File: config.mk
export PLATFORM = sky130hd
export DESIGN_NAME = muldiv_unit
export DESIGN_NICKNAME = d
export VERILOG_FILES = /design/src/rtl/muldiv_unit_pkg.sv /design/src/rtl/muldiv_iter_step.sv /design/src/rtl/muldiv_unit.sv
export SDC_FILE = /design/constraint.sdc
export NUM_CORES = 1
export LEC_CHECK = 0
export CORE_MARGIN = 1.5
export CORE_UTILIZATION = 50
export DETAILED_ROUTE_END_ITERATION = 10
export PLACE_DENSITY = 0.75
export SKIP_CTS_REPAIR_TIMING = 1
export SLEW_MARGIN = 20
export SYNTH_ARGS = -nofsm -noshare
export SYNTH_HDL_FRONTEND = slang
export SYNTH_SLANG_ARGS = --single-unit
File: constraint.sdc
create_clock -name clk -period 4.4 [get_ports clk]
set_input_delay 0.44 -clock clk [delete_from_list [all_inputs] [get_ports clk]]
set_output_delay 0.44 -clock clk [all_outputs]
set_load 0.1 [all_outputs]
File: src/rtl/muldiv_unit_pkg.sv
// Shared definitions for the HI/LO multiply/divide unit: funct codes, FSM states, op encoding.
package muldiv_unit_pkg;

  localparam logic [5:0] FUNCT_MFHI  = 6'b010000;
  localparam logic [5:0] FUNCT_MTHI  = 6'b010001;
  localparam logic [5:0] FUNCT_MFLO  = 6'b010010;
  localparam logic [5:0] FUNCT_MTLO  = 6'b010011;
  localparam logic [5:0] FUNCT_MULT  = 6'b011000;
  localparam logic [5:0] FUNCT_MULTU = 6'b011001;
  localparam logic [5:0] FUNCT_DIV   = 6'b011010;
  localparam logic [5:0] FUNCT_DIVU  = 6'b011011;

  typedef enum logic [1:0] {
    ST_IDLE = 2'd0,
    ST_RUN  = 2'd1,
    ST_FIX  = 2'd2
  } state_t;

  typedef enum logic {
    OP_MUL = 1'b0,
    OP_DIV = 1'b1
  } op_t;

  // MFHI/MTHI/MFLO/MTLO share 0100xx, MULT/MULTU/DIV/DIVU share 0110xx.
  function automatic logic is_muldiv(input logic [5:0] f);
    return (f[5:2] == 4'b0100) || (f[5:2] == 4'b0110);
  endfunction

  function automatic logic is_arith(input logic [5:0] f);
    return f[5:2] == 4'b0110;
  endfunction

endpackage

File: src/rtl/muldiv_iter_step.sv
// One radix-2 iteration on {acc, q}: shift-add for multiply, restoring subtract for divide.
module muldiv_iter_step
  import muldiv_unit_pkg::*;
#(
  parameter int WIDTH = 32
) (
  input  op_t              i_op,
  input  logic [WIDTH-1:0] i_acc,
  input  logic [WIDTH-1:0] i_q,
  input  logic [WIDTH-1:0] i_b,
  output logic [WIDTH-1:0] o_acc_next,
  output logic [WIDTH-1:0] o_q_next
);

  logic [WIDTH:0] w_add;
  logic [WIDTH:0] w_shl;
  logic [WIDTH:0] w_diff;

  always_comb begin
    w_add      = {1'b0, i_acc} + (i_q[0] ? {1'b0, i_b} : {(WIDTH+1){1'b0}});
    w_shl      = {i_acc, i_q[WIDTH-1]};
    w_diff     = w_shl - {1'b0, i_b};
    o_acc_next = w_add[WIDTH:1];
    o_q_next   = {w_add[0], i_q[WIDTH-1:1]};
    if (i_op == OP_DIV) begin
      // Borrow out of the (WIDTH+1)-bit subtract means the partial remainder is below the divisor.
      if (!w_diff[WIDTH]) begin
        o_acc_next = w_diff[WIDTH-1:0];
        o_q_next   = {i_q[WIDTH-2:0], 1'b1};
      end else begin
        o_acc_next = w_shl[WIDTH-1:0];
        o_q_next   = {i_q[WIDTH-2:0], 1'b0};
      end
    end
  end

endmodule

File: src/rtl/muldiv_unit.sv
// Iterative HI/LO multiply/divide unit for EX with pipeline stall.
// Optional MULDIV_FAST_MUL_EN: single-cycle combinational multiplier (IDLE->FIX), divide unchanged.
module muldiv_unit
  import muldiv_unit_pkg::*;
#(
  parameter int WIDTH = 32
) (
  input  logic             clk,
  input  logic             reset,
  input  logic             req,
  input  logic [5:0]       funct,
  input  logic [WIDTH-1:0] rs_data,
  input  logic [WIDTH-1:0] rt_data,
  output logic             busy,
  output logic             done,
  output logic             stall,
  output logic [WIDTH-1:0] rd_data,
  output logic [WIDTH-1:0] hi,
  output logic [WIDTH-1:0] lo
);

  localparam int CNT_W = $clog2(WIDTH + 1);

  state_t           r_state;
  op_t              r_op;
  logic [CNT_W-1:0] r_cnt;
  logic [WIDTH-1:0] r_acc;
  logic [WIDTH-1:0] r_q;
  logic [WIDTH-1:0] r_b;
  logic [WIDTH-1:0] r_dividend;
  logic [WIDTH-1:0] r_hi;
  logic [WIDTH-1:0] r_lo;
  logic             r_neg_q;
  logic             r_neg_r;
  logic             r_div_zero;
  logic             r_busy;
  logic             r_done;

  logic             w_signed;
  logic             w_a_neg;
  logic             w_b_neg;
  op_t              w_op;
  logic [WIDTH-1:0] w_abs_a;
  logic [WIDTH-1:0] w_abs_b;
  logic [WIDTH-1:0] w_step_acc;
  logic [WIDTH-1:0] w_step_q;
  logic [2*WIDTH-1:0] w_prod;
  logic [2*WIDTH-1:0] w_prod_fix;
  logic [WIDTH-1:0] w_quot;
  logic [WIDTH-1:0] w_rem;
  logic             w_last;
`ifdef MULDIV_FAST_MUL_EN
  logic [2*WIDTH-1:0] w_fast_prod;
`endif

  always_comb begin
    w_signed   = ~funct[0];
    w_op       = funct[1] ? OP_DIV : OP_MUL;
    w_a_neg    = w_signed & rs_data[WIDTH-1];
    w_b_neg    = w_signed & rt_data[WIDTH-1];
    w_abs_a    = w_a_neg ? -rs_data : rs_data;
    w_abs_b    = w_b_neg ? -rt_data : rt_data;
    w_prod     = {r_acc, r_q};
    w_prod_fix = r_neg_q ? -w_prod : w_prod;
    w_quot     = r_neg_q ? -r_q : r_q;
    w_rem      = r_neg_r ? -r_acc : r_acc;
    w_last     = (r_cnt == CNT_W'(WIDTH - 1));
  end

`ifdef MULDIV_FAST_MUL_EN
  assign w_fast_prod = w_abs_a * w_abs_b;
`endif

  muldiv_iter_step #(
    .WIDTH (WIDTH)
  ) u_step (
    .i_op       (r_op),
    .i_acc      (r_acc),
    .i_q        (r_q),
    .i_b        (r_b),
    .o_acc_next (w_step_acc),
    .o_q_next   (w_step_q)
  );

  always_ff @(posedge clk) begin
    if (reset) begin
      r_state    <= ST_IDLE;
      r_op       <= OP_MUL;
      r_cnt      <= '0;
      r_acc      <= '0;
      r_q        <= '0;
      r_b        <= '0;
      r_dividend <= '0;
      r_hi       <= '0;
      r_lo       <= '0;
      r_neg_q    <= 1'b0;
      r_neg_r    <= 1'b0;
      r_div_zero <= 1'b0;
      r_busy     <= 1'b0;
      r_done     <= 1'b0;
    end else begin
      r_done <= 1'b0;
      case (r_state)
        ST_IDLE: begin
          if (req) begin
            if (funct == FUNCT_MTHI) begin
              r_hi <= rs_data;
            end else if (funct == FUNCT_MTLO) begin
              r_lo <= rs_data;
            end else if (is_arith(funct)) begin
              // Operands run as magnitudes; sign flags restore the result in FIX.
              r_op       <= w_op;
              r_cnt      <= '0;
              r_acc      <= '0;
              r_q        <= w_abs_a;
              r_b        <= w_abs_b;
              r_dividend <= rs_data;
              r_neg_q    <= w_a_neg ^ w_b_neg;
              r_neg_r    <= w_a_neg;
              r_div_zero <= (rt_data == '0);
              r_busy     <= 1'b1;
              r_state    <= ST_RUN;
`ifdef MULDIV_FAST_MUL_EN
              if (w_op == OP_MUL) begin
                r_acc   <= w_fast_prod[2*WIDTH-1:WIDTH];
                r_q     <= w_fast_prod[WIDTH-1:0];
                r_state <= ST_FIX;
              end
`endif
            end
          end
        end
        ST_RUN: begin
          r_acc <= w_step_acc;
          r_q   <= w_step_q;
          r_cnt <= r_cnt + CNT_W'(1);
          if (w_last) begin
            r_state <= ST_FIX;
          end
        end
        ST_FIX: begin
          if (r_op == OP_MUL) begin
            r_hi <= w_prod_fix[2*WIDTH-1:WIDTH];
            r_lo <= w_prod_fix[WIDTH-1:0];
          end else if (r_div_zero) begin
            r_hi <= r_dividend;
            r_lo <= '1;
          end else begin
            r_hi <= w_rem;
            r_lo <= w_quot;
          end
          r_done  <= 1'b1;
          r_busy  <= 1'b0;
          r_state <= ST_IDLE;
        end
        default: begin
          r_busy  <= 1'b0;
          r_state <= ST_IDLE;
        end
      endcase
    end
  end

  always_comb begin
    rd_data = '0;
    if (funct == FUNCT_MFHI) begin
      rd_data = r_hi;
    end else if (funct == FUNCT_MFLO) begin
      rd_data = r_lo;
    end
  end

  assign stall = req && is_muldiv(funct) && r_busy;
  assign busy  = r_busy;
  assign done  = r_done;
  assign hi    = r_hi;
  assign lo    = r_lo;

endmodule

# [Yosys cells after proc, flatten, opt, wreduce, memory -nomap -nowiden]
# Cells that the tools add are included.
[word_totals] register_bits=206 input_bits=73 elab_cells=109
[classes] add_sub_neg=8 n_eq_ne=16 muxes=51 n_bitwise=7 n_reduce_logical=13
[ops] cell="32-bit 2-to-1 mux" n=27
[ops] cell="32-bit case mux with 2 select lines" n=4
[ops] cell="32-bit negation" n=4
[ops] cell="64-bit 2-to-1 mux" n=1
[ops] cell="64-bit negation" n=1
[ops] cell="32-bit by 33-bit adder with 33-bit output" n=1
[ops] cell="33-bit by 32-bit subtractor with 33-bit output" n=1
[ops] cell="32-bit zero test" n=1
[ops] cell="6-bit by 5-bit == test with 1-bit output (second input constant)" n=5
[ops] cell="6-bit 2-to-1 mux" n=4
[ops] cell="5-bit AND reduction" n=4
[ops] cell="2-bit inequality test (second input constant)" n=7
[ops] cell="6-bit case mux with 2 select lines" n=1
[ops] cell="2-bit 2-to-1 mux" n=5
[ops] cell="4-bit by 3-bit == test with 1-bit output (second input constant)" n=2
[ops] cell="1-bit 2-to-1 mux" n=7
[ops] cell="6-bit by 1-bit adder with 6-bit output (second input constant)" n=1
[ops] cell="1-bit inverter" n=4
[ops] cell="2-bit case mux with 2 select lines" n=1
[ops] cell="4-bit AND reduction" n=1
[ops] cell="2-bit nonzero test" n=2
[ops] cell="3-bit AND reduction" n=1
[ops] cell="1-bit AND" n=2
[ops] cell="2-bit by 1-bit == test with 1-bit output (second input constant)" n=1
[ops] cell="6 further kinds" n=7

# [Depth between registers and ports, before layout]
# Gate-level depths: netlist of run 1.
[logic_depth] ltp_word=8 mapped_depth=16

# [Cells and area by module]
# From an unflattened synthesis of run 1, not the netlist that was laid out.
[hier_totals] cells_unflattened=2302 hier_area_um2=17312.9
[by_module_without_submodules] module="muldiv_unit" n_inst=1 cells_per_inst=1619 area_per_inst_um2=12603.3
[by_module_without_submodules] module="muldiv_iter_step" n_inst=1 cells_per_inst=683 area_per_inst_um2=4709.5

# [Worst setup path after synthesis of run 1]
# OpenSTA, ideal clock, no wires.
[synth_path] kind="register to register" start="reg r_q[0]" end="reg r_acc[29]" setup_ps=120 arrival_ps=3381 required_ps=4280 setup_slack_ps=899 stages_incl_launch_ff=16 path_buffers=2 path_cell_list="dfxtp_1 clkbuf_1 inv_1 clkbuf_1 nor2_1 ha_1 nor2b_1 o31a_1 o31ai_1 nor3b_1 nor2_1 a211o_1 a211oi_1 o21a_1 o31ai_1 o31a_1"
[synth_between] elab_chain_cells=4
[synth_lines] element="start, declared" line="muldiv_unit.sv:28" source="logic [WIDTH-1:0] r_q;"
[synth_lines] element="start signal, assigned" line="muldiv_unit.sv:115" source="r_q <= w_abs_a;"
[synth_lines] element="start signal, assigned" line="muldiv_unit.sv:135" source="r_q <= w_step_q;"
[synth_lines] element="32-bit 2-to-1 mux" line="muldiv_iter_step.sv:20" source="w_add = {1'b0, i_acc} + (i_q[0] ? {1'b0, i_b} : {(WIDTH+1){1'b0}});"
[synth_lines] element="32-bit by 33-bit adder with 33-bit output" line="muldiv_iter_step.sv:20"
[synth_lines] element="32-bit 2-to-1 mux" line="muldiv_iter_step.sv:25" source="if (i_op == OP_DIV) begin"
[synth_lines] element="32-bit case mux with 2 select lines" line="muldiv_unit.sv:103" source="case (r_state)"
[synth_lines] element="end signal, assigned" line="muldiv_unit.sv:134" source="r_acc <= w_step_acc;"
[synth_lines] element="end, declared" line="muldiv_unit.sv:27" source="logic [WIDTH-1:0] r_acc;"
# Every way passes these cells.
# A chain may end at the register's enable or synchronous reset.

# [Worst setup path after layout of run 1]
[layout_path] start="reg r_acc[0]" end="reg r_acc[17]"
[layout_between] elab_chain_cells=4
[layout_lines] element="33-bit by 32-bit subtractor with 33-bit output" line="muldiv_iter_step.sv:22" source="w_diff = w_shl - {1'b0, i_b};"
[layout_lines] element="32-bit 2-to-1 mux" line="muldiv_iter_step.sv:27" source="if (!w_diff[WIDTH]) begin"
[layout_lines] element="32-bit 2-to-1 mux *" line="muldiv_iter_step.sv:25"
[layout_lines] element="32-bit case mux with 2 select lines *" line="muldiv_unit.sv:103"
# Mark *: on every way between the ends. The rest lies on a longest branch, timed or not.

==> results of run 1 <==
## state kept, by name, summed over array words and instances (netlist names)
| signal | cells |
|---|---|
| r_op | 1 |
| r_q | 32 |
| r_div_zero | 1 |
| lo | 32 |
| r_b | 32 |
| r_acc | 32 |
| r_neg_r | 1 |
| r_cnt | 6 |
| hi | 32 |
| r_state | 2 |
| done | 1 |
| r_dividend | 32 |
| busy | 1 |
| r_neg_q | 1 |
## final cells by class
| cell class | instances | area, µm² | share of cell area [%] |
|---|---|---|---|
| clock buffer | 37 | 762.0 | 3.947 |
| clock inverter | 11 | 175.2 | 0.9074 |
| inverter | 62 | 232.7 | 1.206 |
| multi-input combinational | 1691 | 11280 | 58.45 |
| sequential | 206 | 4129 | 21.39 |
| tap | 435 | 544.3 | 2.819 |
| timing repair buffer | 243 | 2177 | 11.28 |
## power groups by stage
stage / combinational, W / clock [W] / sequential, W
after floorplan: 0.000544 / 0 / 0.00197
after global placement: 0.000877 / 0 / 0.00196
after detailed placement: 0.000887 / 0 / 0.00196
after CTS: 0.000893 / 0.00234 / 0.00192
after global routing: 0.000973 / 0.00243 / 0.00192
final: 0.000909 / 0.00233 / 0.00192
## worst max-delay path by stage
| stage | cells past startpoint | from | end |
|---|---|---|---|
| 4_1_cts | 15 | r_acc[0] | r_acc[17] |
| 3_5_place_dp | 15 | r_acc[0] | r_acc[17] |
| 2_1_floorplan | 15 | r_q[0] | r_acc[29] |
| 3_3_place_gp | 16 | r_q[31] | r_acc[17] |
| 6_report | 15 | r_acc[0] | r_acc[17] |
| 5_1_grt | 15 | r_acc[0] | r_acc[17] |
## cell families after synthesis
kind of cell	count (synthesis)
AO/OA/AOI/OAI	637
AND/OR/NAND/NOR	635
flip-flops	206
adder cells (fa/ha/maj)	71
XOR/XNOR	199
multiplexers	149
buffers and inverters	232
## critical path, cell delays in order (launching register included)
cell	delay [ns]
dfxtp_1	0.50
inv_1	0.16
fa_1	0.47
nand2b_1	0.18
a21oi_1	0.33
o211ai_1	0.24
nand4_1	0.21
a311o_1	0.20
a21oi_1	0.07
buf_4	0.16
xnor2_2	0.74
buf_4	0.33
buf_4	0.14
nor2_1	0.04
a21oi_1	0.11
o21ai_0	0.08
## metal layers
layer  global-route usage (%)  part of all wire [%]
met5                        0                     0
met4                    9.148                   2.8
met3                    3.832                   7.1
met2                    51.97                    46
met1                    40.62                    44
## through the flow
stage | power (W) | cells | hold WS [ns]
floorplan | 0.002510 | 2129 | 0.4312
global placement | 0.002837 | 2637 | 0.4419
detailed placement | 0.002848 | 2637 | 0.4482
CTS | 0.005155 | 2685 | 0.3003
global route | 0.005323 | 2685 | 0.3401
finish | 0.005160 | 2685 | 0.3041
## layout by cell type (no fill, tap or decap), types with 13 or more instances in the layout
cell type	Yosys	final
nor2_1	218	218
nand2_1	212	209
dfxtp_1	206	202
a21oi_1	165	164
mux2i_1	149	149
o21ai_0	142	142
clkdlybuf4s50_1	0	137
xor2_1	111	111
a211oi_1	104	104
buf_4	1	104
xnor2_1	88	87
ha_1	69	69
inv_1	62	62
a221oi_1	37	37
a21o_1	37	37
or3_1	35	35
o31ai_1	28	28
clkbuf_16	0	26
nand3_1	25	25
nor3_1	24	23
a22oi_1	18	18
nor4_1	17	17
o221ai_1	17	17
nand2b_1	17	16
o41ai_1	15	15
nand4_1	13	13
==> summary.md, run 1 <==
| Metric | Value |
|---|---|
| YS warnings | 0 |
| Top cells by count, synth | nor2_1, nand2_1, dfxtp_1, a21oi_1, mux2i_1 |
| Crit-path max FO | 17 |
| Worst-Skew Late Latency | 0.55 ns |
| Final period util | roughly 93% |
| Worst hold-check path type | input port to flop |
| RSZ-0062 raised after global routing | no |
| Final hold vios | 0 |
| Slew HR | a little under a third |
| Max-slew violation count | 0 |
| Vias in the first global route | around 15000 |
| Fin crit period | ~4 ns |
| Cell Int Power | ~0.0037 W |
| CTS tree | built |
| Top-count cell post-synth | nor2_1 |
| Worst Path Arrival | roughly 4.5 ns |
| Worst Path Class, Setup | flop to flop |
| Die Y | about 180 µm |
| Crit Reg-Reg Startpoint | r_acc[0] |
| Post-synth EDFFs | 0 |
| Vias per cell | between 6 and 7 |
| Final wirelength | between 50 and 60 mm |
| Initial antenna violation count | 0 |
| CP Capture Type | flop |
| Seq/Total Area, Yosys | about a quarter |
| Total grt overflow | 0 |
| Gr usage total | 30.65% |
| Top FF cell, synth | dfxtp_1 |
| Nets | around 2400 |
| Cells after Synth | ~2100 |
| Status | finished clean |
| Max VDD drop | approximately 0.00026 V |
| Global placer's final weighted congestion | about 0.94 |
| Max Root-Sink Buffers | 3 |
| Seq pwr share | a little under two fifths |
| Ant. Diodes | 0 |
| Peak Freq | roughly 0.24 GHz |
| Sw Share | between 20 and 30% |
| DRC viols | 0 |
| Area leader, netlist | dfxtp_1 |
| Final setup violation count | 0 |
| Fin area | roughly 19000 µm² |
| CP startpoint kind | flop |
| Die Wd | between 150 and 200 µm |
| FF-to-FF End | r_acc[17] |
| DP HPWL | just under 40 mm |
| Clk sink count | between 200 and 250 |
| Initial core utilization | approximately half |
| Clock Root Buffer | clkbuf_16 |
| Syn Std Cell Area | 16260 µm² |
| Largest cells by area after synthesis | dfxtp_1, mux2i_1, xor2_1, ha_1, a21oi_1 |
| Netlist cell types | between 70 and 80 |
| Pre-Repair DR Iteration Count | 5 |
| # port buffers | 171 |
| PwrDens | ~270 nW/µm² |
| First-pass GRT wire length | about 83 mm |
| FF+latch count, synth | a little over 200 |
| Comb power frac | between 15 and 20% |
| Final TNS setup | 0 ns |
| Syn Nets | between 2000 and 2500 |
| Core Footprint | approximately 32000 µm² |
| Final design utilization | 60.71% |
| Final WS setup | approximately 0.29 ns |
| Fillers | ~2800 |
| Simple logic cell fraction of the synthesized area | a little under a fifth |
| Leakage | roughly 7.6 nW |
| Clock slew seen by the registers of the worst setup and hold paths | roughly 0.060 ns |
| I/O pins | 172 |
| Avg WL per Cell | just under 20 µm |
| Hold Path Sink | r_neg_q |
| Max cap viols | 0 |
| Sw Pwr | 0.001478 W |
| Adder-cell area share of the yosys netlist | approximately 5.6% |
| Iter 0 DRT Violations | approximately 1400 |
| Worst reg-to-reg path cell count | 15 |
| Largest net degree at the start of global routing | about 140 |
| Synth top area share | between 20% and 30% |
| Clock Power Share | between 40% and 50% |
| Via Count | 16381 |
| Reg2reg setup slack | approximately 0.3 ns |
| Site Rows | 65 |
| Min-Delay Path Depth | 2 |
| Largest family of logic cells by synthesized area | compound AO/OA/AOI/OAI gates |
| Slew @ Worst Pin | 1.047 ns |
| Die Area | between 30000 and 40000 µm² |
| Clock buffer count from CTS | 26 |
| Compound-Gate Fraction of Synth Area | roughly a quarter |
| P&R area growth vs syn | 18.70% |
| Mux contribution to synthesized area | approximately 9.2% |
| Cell area after placement | ~18000 µm² |
| CP required | about 4.8 ns |
| Mean post-synth cell area | between 7 and 8 µm² |
| Ys async rst share | 0% |
| DRT antenna net count | 0 |
| Synth Area in XOR/XNOR | between 10% and 20% |
| Clk_skew | 0.01890 ns |
| Place WS | around 0.32 ns |
| Layout cells sized above 1 | 8.178% |
| Min-delay src | reset |
| # H-tree levels | 1 |
Note: power is estimated with default switching activity, not from simulation.
==> run 2: changes to the inputs <==
- CORE_MARGIN: 1.5 -> 8
- clock period: 4.4 -> 4.24 ns (I/O delays scaled with it)
==> summary.md, run 2 (synthesis results as in run 1) <==
| Metric | Value |
|---|---|
| Worst reg-to-reg path cell count | 15 |
| PwrDens | roughly 260 nW/µm² |
| Layout cells sized above 1 | under 10% |
| Commonest non-fill, non-tap cell in the layout | nor2_1 |
| Max incr delay on CP | roughly 0.52 ns |
| Max cap viols | 0 |
| Crit-path leading delay family | compound AO/OA/AOI/OAI gates |
| Die Y | between 150 and 200 µm |
| DP HPWL | between 40 and 50 mm |
| Max Root-Sink Buffers | 3 |
| Hold Path Sink | r_dividend[31] |
| First-pass GRT wire length | 86.67 mm |
| Worst-Skew Late Latency | between 0.5 and 0.6 ns |
| Fin crit period | between 3 and 4 ns |
| Global placer's final weighted congestion | just under 1 |
| Avg WL per Cell | between 20 and 25 µm |
| Clk sink count | between 200 and 250 |
| Largest net degree at the start of global routing | 66 |
| Iter 0 DRT Violations | about 1200 |
| Crit Reg-Reg Startpoint | r_q[31] |
| Clk_skew | approximately 0.01 ns |
| Final setup violation count | 0 |
| Cells along the critical path | inv_1 -> ha_1 -> fa_1 -> nand2b_1 -> a21oi_1 -> o211ai_1 -> nand4_1 -> a311o_1 -> a21oi_1 -> xnor2_2 -> buf_12 -> buf_4 -> nor2_1 -> a21oi_1 -> o221ai_1 |
| I/O pins | between 150 and 200 |
| Final period util | 92.14% |
| Initial antenna violation count | 0 |
| # port buffers | between 150 and 200 |
| Peak Freq | approximately 0.26 GHz |
| Max-slew violation count | 0 |
| Gr usage total | 27.26% |
| # H-tree levels | 1 |
| Worst Path Class, Setup | flop to flop |
| Reg2reg setup slack | about 0.33 ns |
| Crit-path max FO | 33 |
| P&R area growth vs syn | 18.85% |
| Max VDD drop | 0.0002738 V |
| Slew HR | a little under a third |
| Slew @ Worst Pin | between 1 and 1.5 ns |
| Vias in the first global route | ~16000 |
| Leakage | around 7.5 nW |
| Final hold slack | slightly below 0.3 ns |
| Crit path buffers/inverters | 3 |
| Nets | approximately 2400 |
| CTS tree | built |
| RSZ-0062 raised after global routing | no |
| Clock buffer count from CTS | 25 |
| Clock slew seen by the registers of the worst setup and hold paths | ~0.060 ns |
| Min-Delay Path Depth | 2 |
| Min-delay src | reset |
| FF-to-FF End | r_acc[9] |
| Via Count | 16498 |
| CP required | around 4.6 ns |
| CP Capture Type | flop |
| CP dominant cell by count | a21oi_1 |
| Pre-Repair DR Iteration Count | 7 |
| Most frequent cells in the layout | nor2_1, nand2_1, dfxtp_1 |
| Total grt overflow | 0 |
| Initial core utilization | between 50% and 60% |
| Ant. Diodes | 0 |
| DRC viols | 0 |
| CP startpoint kind | flop |
| Clock Root Buffer | clkbuf_16 |
| DRT antenna net count | 0 |
| Core Footprint | 32290 µm² |
| Final wirelength | 54.81 mm |
| Worst hold-check path type | input port to flop |
| Worst path slowest cell | dfxtp_1 |
| Final hold vios | 0 |
| Final TNS setup | 0 ns |
| Status | finished clean |
| Die Wd | 196.4 µm |
| Worst Path Arrival | between 4 and 5 ns |
| Site Rows | 66 |
| Die Area | a little under 40000 µm² |
| Vias per cell | 6.161 |
## run 2: changes by cell type in the layout (fill, tap and decap cells not counted), moves of 2 or more
cell and delta:
bufinv_16 -3, clkbuf_1 +2, buf_4 -23, clkinv_2 -2, buf_12 +18
## run 2: worst max-delay path by stage
stage            start   endpoint  slack (ns)  cells past startpoint
2_1_floorplan   r_q[0]  r_acc[29]        0.74                     15
3_3_place_gp   r_q[31]   r_acc[3]        0.46                     14
4_1_cts        r_q[31]   r_acc[9]        0.38                     15
3_5_place_dp   r_q[31]   r_acc[9]        0.39                     15
5_1_grt        r_q[31]   r_acc[9]        0.21                     15
6_report       r_q[31]   r_acc[9]        0.33                     15
## run 2: cell type report
| cell class | instances | area [µm²] |
|---|---|---|
| Fill cell | 2929 | 12960 |
| Multi-Input combinational cell | 1691 | 11280 |
| Sequential cell | 206 | 4129 |
| Timing Repair Buffer | 236 | 2350 |
| Clock buffer | 37 | 730.7 |
| Tap cell | 442 | 553.0 |
| Inverter | 62 | 232.7 |
| Clock inverter | 4 | 51.30 |
## run 2: through the flow
step	utilization, %	instance area (µm²)	power [W]	std cells	worst slack, ns
floorplan	-	16260	0.002605	2129	0.7394
global placement	57.43	18540	0.002950	2637	0.4564
detailed placement	57.43	18540	0.002960	2637	0.3941
CTS	59.85	19320	0.005047	2678	0.3831
global route	59.86	19330	0.005202	2678	0.2096
finish	59.86	19330	0.005026	2678	0.3334
## run 2: routing by layer
metal	vias up	wire (µm)	global-route usage (%)
li1	7878	-	-
met1	7794	23690	35.80
met2	693	24990	44.88
met3	133	4172	4.025
met4	0	1958	10.08
met5	-	0	0
## run 2: power breakdown
part / switching, W / internal (W)
clock: 0.000851 / 0.00124
sequential: 0.0000334 / 0.00196
combinational: 0.000577 / 0.000364
==> run 3: changes to the inputs <==
- MAX_ROUTING_LAYER: unset -> met4
- SKIP_CTS_REPAIR_TIMING: 1 -> unset
==> summary.md, run 3 (synthesis results as in run 1) <==
| Metric | Value |
|---|---|
| Status | finished clean |
| Total power | 0.005351 W |
| Commonest non-fill, non-tap cell in the layout | nor2_1 |
| Clk sink count | around 210 |
| Iter 0 DRT Violations | approximately 1200 |
| Final hold vios | 0 |
| CP dominant cell by count | a21oi_1 |
| Worst Path Arrival | approximately 4.4 ns |
| Fin crit period | 3.980 ns |
| Core Footprint | 32290 µm² |
| Seq pwr share | 37.3% |
| Worst-Skew Late Latency | 0.55 ns |
| CP Capture Type | flop |
| Final TNS setup | 0 ns |
| Die Wd | 196.4 µm |
| Gr usage total | 28.29% |
| CTS Hold Buffers Added | 0 |
| Final period util | 93.86% |
| DRC viols | 0 |
| Worst reg-to-reg path cell count | 15 |
| Pre-Repair DR Iteration Count | 7 |
| Initial core utilization | approximately 50% |
| Slew @ Worst Pin | 1.011 ns |
| DP HPWL | 41.16 mm |
| Clock Root Buffer | clkbuf_16 |
| PwrDens | about 280 nW/µm² |
| Global placer's final weighted congestion | 0.9656 |
| I/O pins | around 170 |
| Most frequent cells in the layout | nor2_1, nand2_1, dfxtp_1 |
| Via Count | 16571 |
| Cell Int Power | roughly 0.0038 W |
| Worst Path Class, Setup | flop to flop |
| Post-CTS Repair Setup Buffers | 0 |
| Largest net degree at the start of global routing | 66 |
| P&R area growth vs syn | 19.63% |
| Vias in the first global route | 15900 |
| Worst hold-check path type | input port to flop |
| Max incr delay on CP | 0.42 ns |
| Layout cells sized above 1 | between 7 and 8% |
| Die Y | approximately 200 µm |
| Crit Reg-Reg Startpoint | r_q[31] |
| CTS tree | built |
| Clock slew seen by the registers of the worst setup and hold paths | around 0.06 ns |
| Crit path buffers/inverters | 3 |
| Slew HR | 32.39% |
| Peak Freq | about 0.25 GHz |
| Max VDD drop | 0.0002817 V |
| Nets | 2367 |
| Clock Power Share | 45.2% |
| Post-CTS sizing | 0 |
| Final setup violation count | 0 |
| DP Cell Count | 2638 |
| RSZ-0062 raised after global routing | no |
| Sw Pwr | 0.001542 W |
| Vias per cell | 6.174 |
| Min-Delay Path Depth | 3 |
| Leakage | ~7.6 nW |
| FF-to-FF End | r_acc[21] |
| Fin area | 19460 µm² |
| CP startpoint kind | flop |
| Cell area after placement | 18540 µm² |
| Min-delay src | funct[1] |
| Crit-path max FO | 35 |
| Ant. Diodes | 0 |
| # port buffers | about 170 |
| Worst path slowest cell | dfxtp_1 |
| Reg2reg setup slack | 0.26 ns |
| Clk_skew | between 0.02 and 0.025 ns |
| DRT antenna net count | 0 |
| Comb power frac | 17.6% |
| Final wirelength | between 50 and 60 mm |
| Total grt overflow | 0 |
| First-pass GRT wire length | just under 90 mm |
| Max Root-Sink Buffers | 3 |
| Cells along the critical path | inv_1 -> ha_1 -> fa_1 -> nand2b_1 -> a21oi_1 -> o211ai_1 -> nand4_1 -> a311o_1 -> a21oi_1 -> xnor2_2 -> buf_12 -> buf_4 -> nor2_1 -> a211oi_1 -> o21ai_0 |
| Layout Cells excl Fill | about 2700 |
| Sw Share | about 29% |
| Site Rows | 66 |
| Max cap viols | 0 |
| Max-slew violation count | 0 |
| # H-tree levels | 1 |
| Crit-path leading delay family | compound AO/OA/AOI/OAI gates |
| Avg WL per Cell | 20.45 µm |
| Fillers | 2908 |
| Initial antenna violation count | 0 |
| Die Area | 38550 µm² |
| CP required | ~4.7 ns |
| Hold Path Sink | r_op |
| Clock buffer count from CTS | 25 |
## run 3: per-layer routing
layer | GRT usage, % | up-vias | share of wire, %
met5 | - | - | 0
met4 | 9.461 | 0 | 3.4
met3 | 3.752 | 127 | 7.4
met2 | 45.37 | 725 | 45
met1 | 36.45 | 7821 | 44
li1 | - | 7898 | -
## run 3: layout make-up
cell class / count / area, µm² / area share, %
sequential: 206 / 4129 / 21.22
multi-input combinational: 1691 / 11280 / 57.99
clock buffer: 28 / 656.9 / 3.376
tap: 442 / 553.0 / 2.842
timing repair buffer: 237 / 2342 / 12.04
clock inverter: 18 / 260.3 / 1.338
inverter: 62 / 232.7 / 1.196
## run 3: power groups by stage
stage	logic, W	registers [W]	clock network, W
after floorplan	0.000564	0.00204	0
after global placement	0.000908	0.00203	0
after detailed placement	0.000920	0.00204	0
after CTS	0.000923	0.00199	0.00244
after global routing	0.00101	0.00200	0.00252
final	0.000940	0.00199	0.00242
## run 3: how the worst max path moves through the flow
stage | slack [ns] | end | cells after the start | from
2_1_floorplan | 0.74 | r_acc[29] | 15 | r_q[0]
3_5_place_dp | 0.32 | r_acc[21] | 15 | r_q[31]
3_3_place_gp | 0.42 | r_acc[21] | 15 | r_q[31]
4_1_cts | 0.30 | r_acc[21] | 15 | r_q[31]
6_report | 0.26 | r_acc[21] | 15 | r_q[31]
5_1_grt | 0.04 | r_acc[21] | 15 | r_q[31]
## run 3: worst reg2reg max path: cells and delay by family, from the launching register on
| kind | cells | cell delay, ns |
|---|---|---|
| xor+xnor | 1 | 0.19 |
| compound gates | 6 | 1.62 |
| flops | 1 | 0.42 |
| buf+inv | 3 | 0.70 |
| simple gates | 3 | 0.50 |
| fa+ha+maj | 2 | 0.45 |
## run 3: metrics by stage
step           utilization [%]  hold slack (ns)  worst slack, ns
2_1_floorplan                -           0.4312           0.7394
3_3_place_gp             57.41           0.4416           0.4153
4_1_cts                  60.25           0.3634           0.2976
6_report                 60.26           0.3802           0.2604
5_1_grt                  60.26           0.4025          0.04378
3_5_place_dp             57.41           0.4490           0.3160
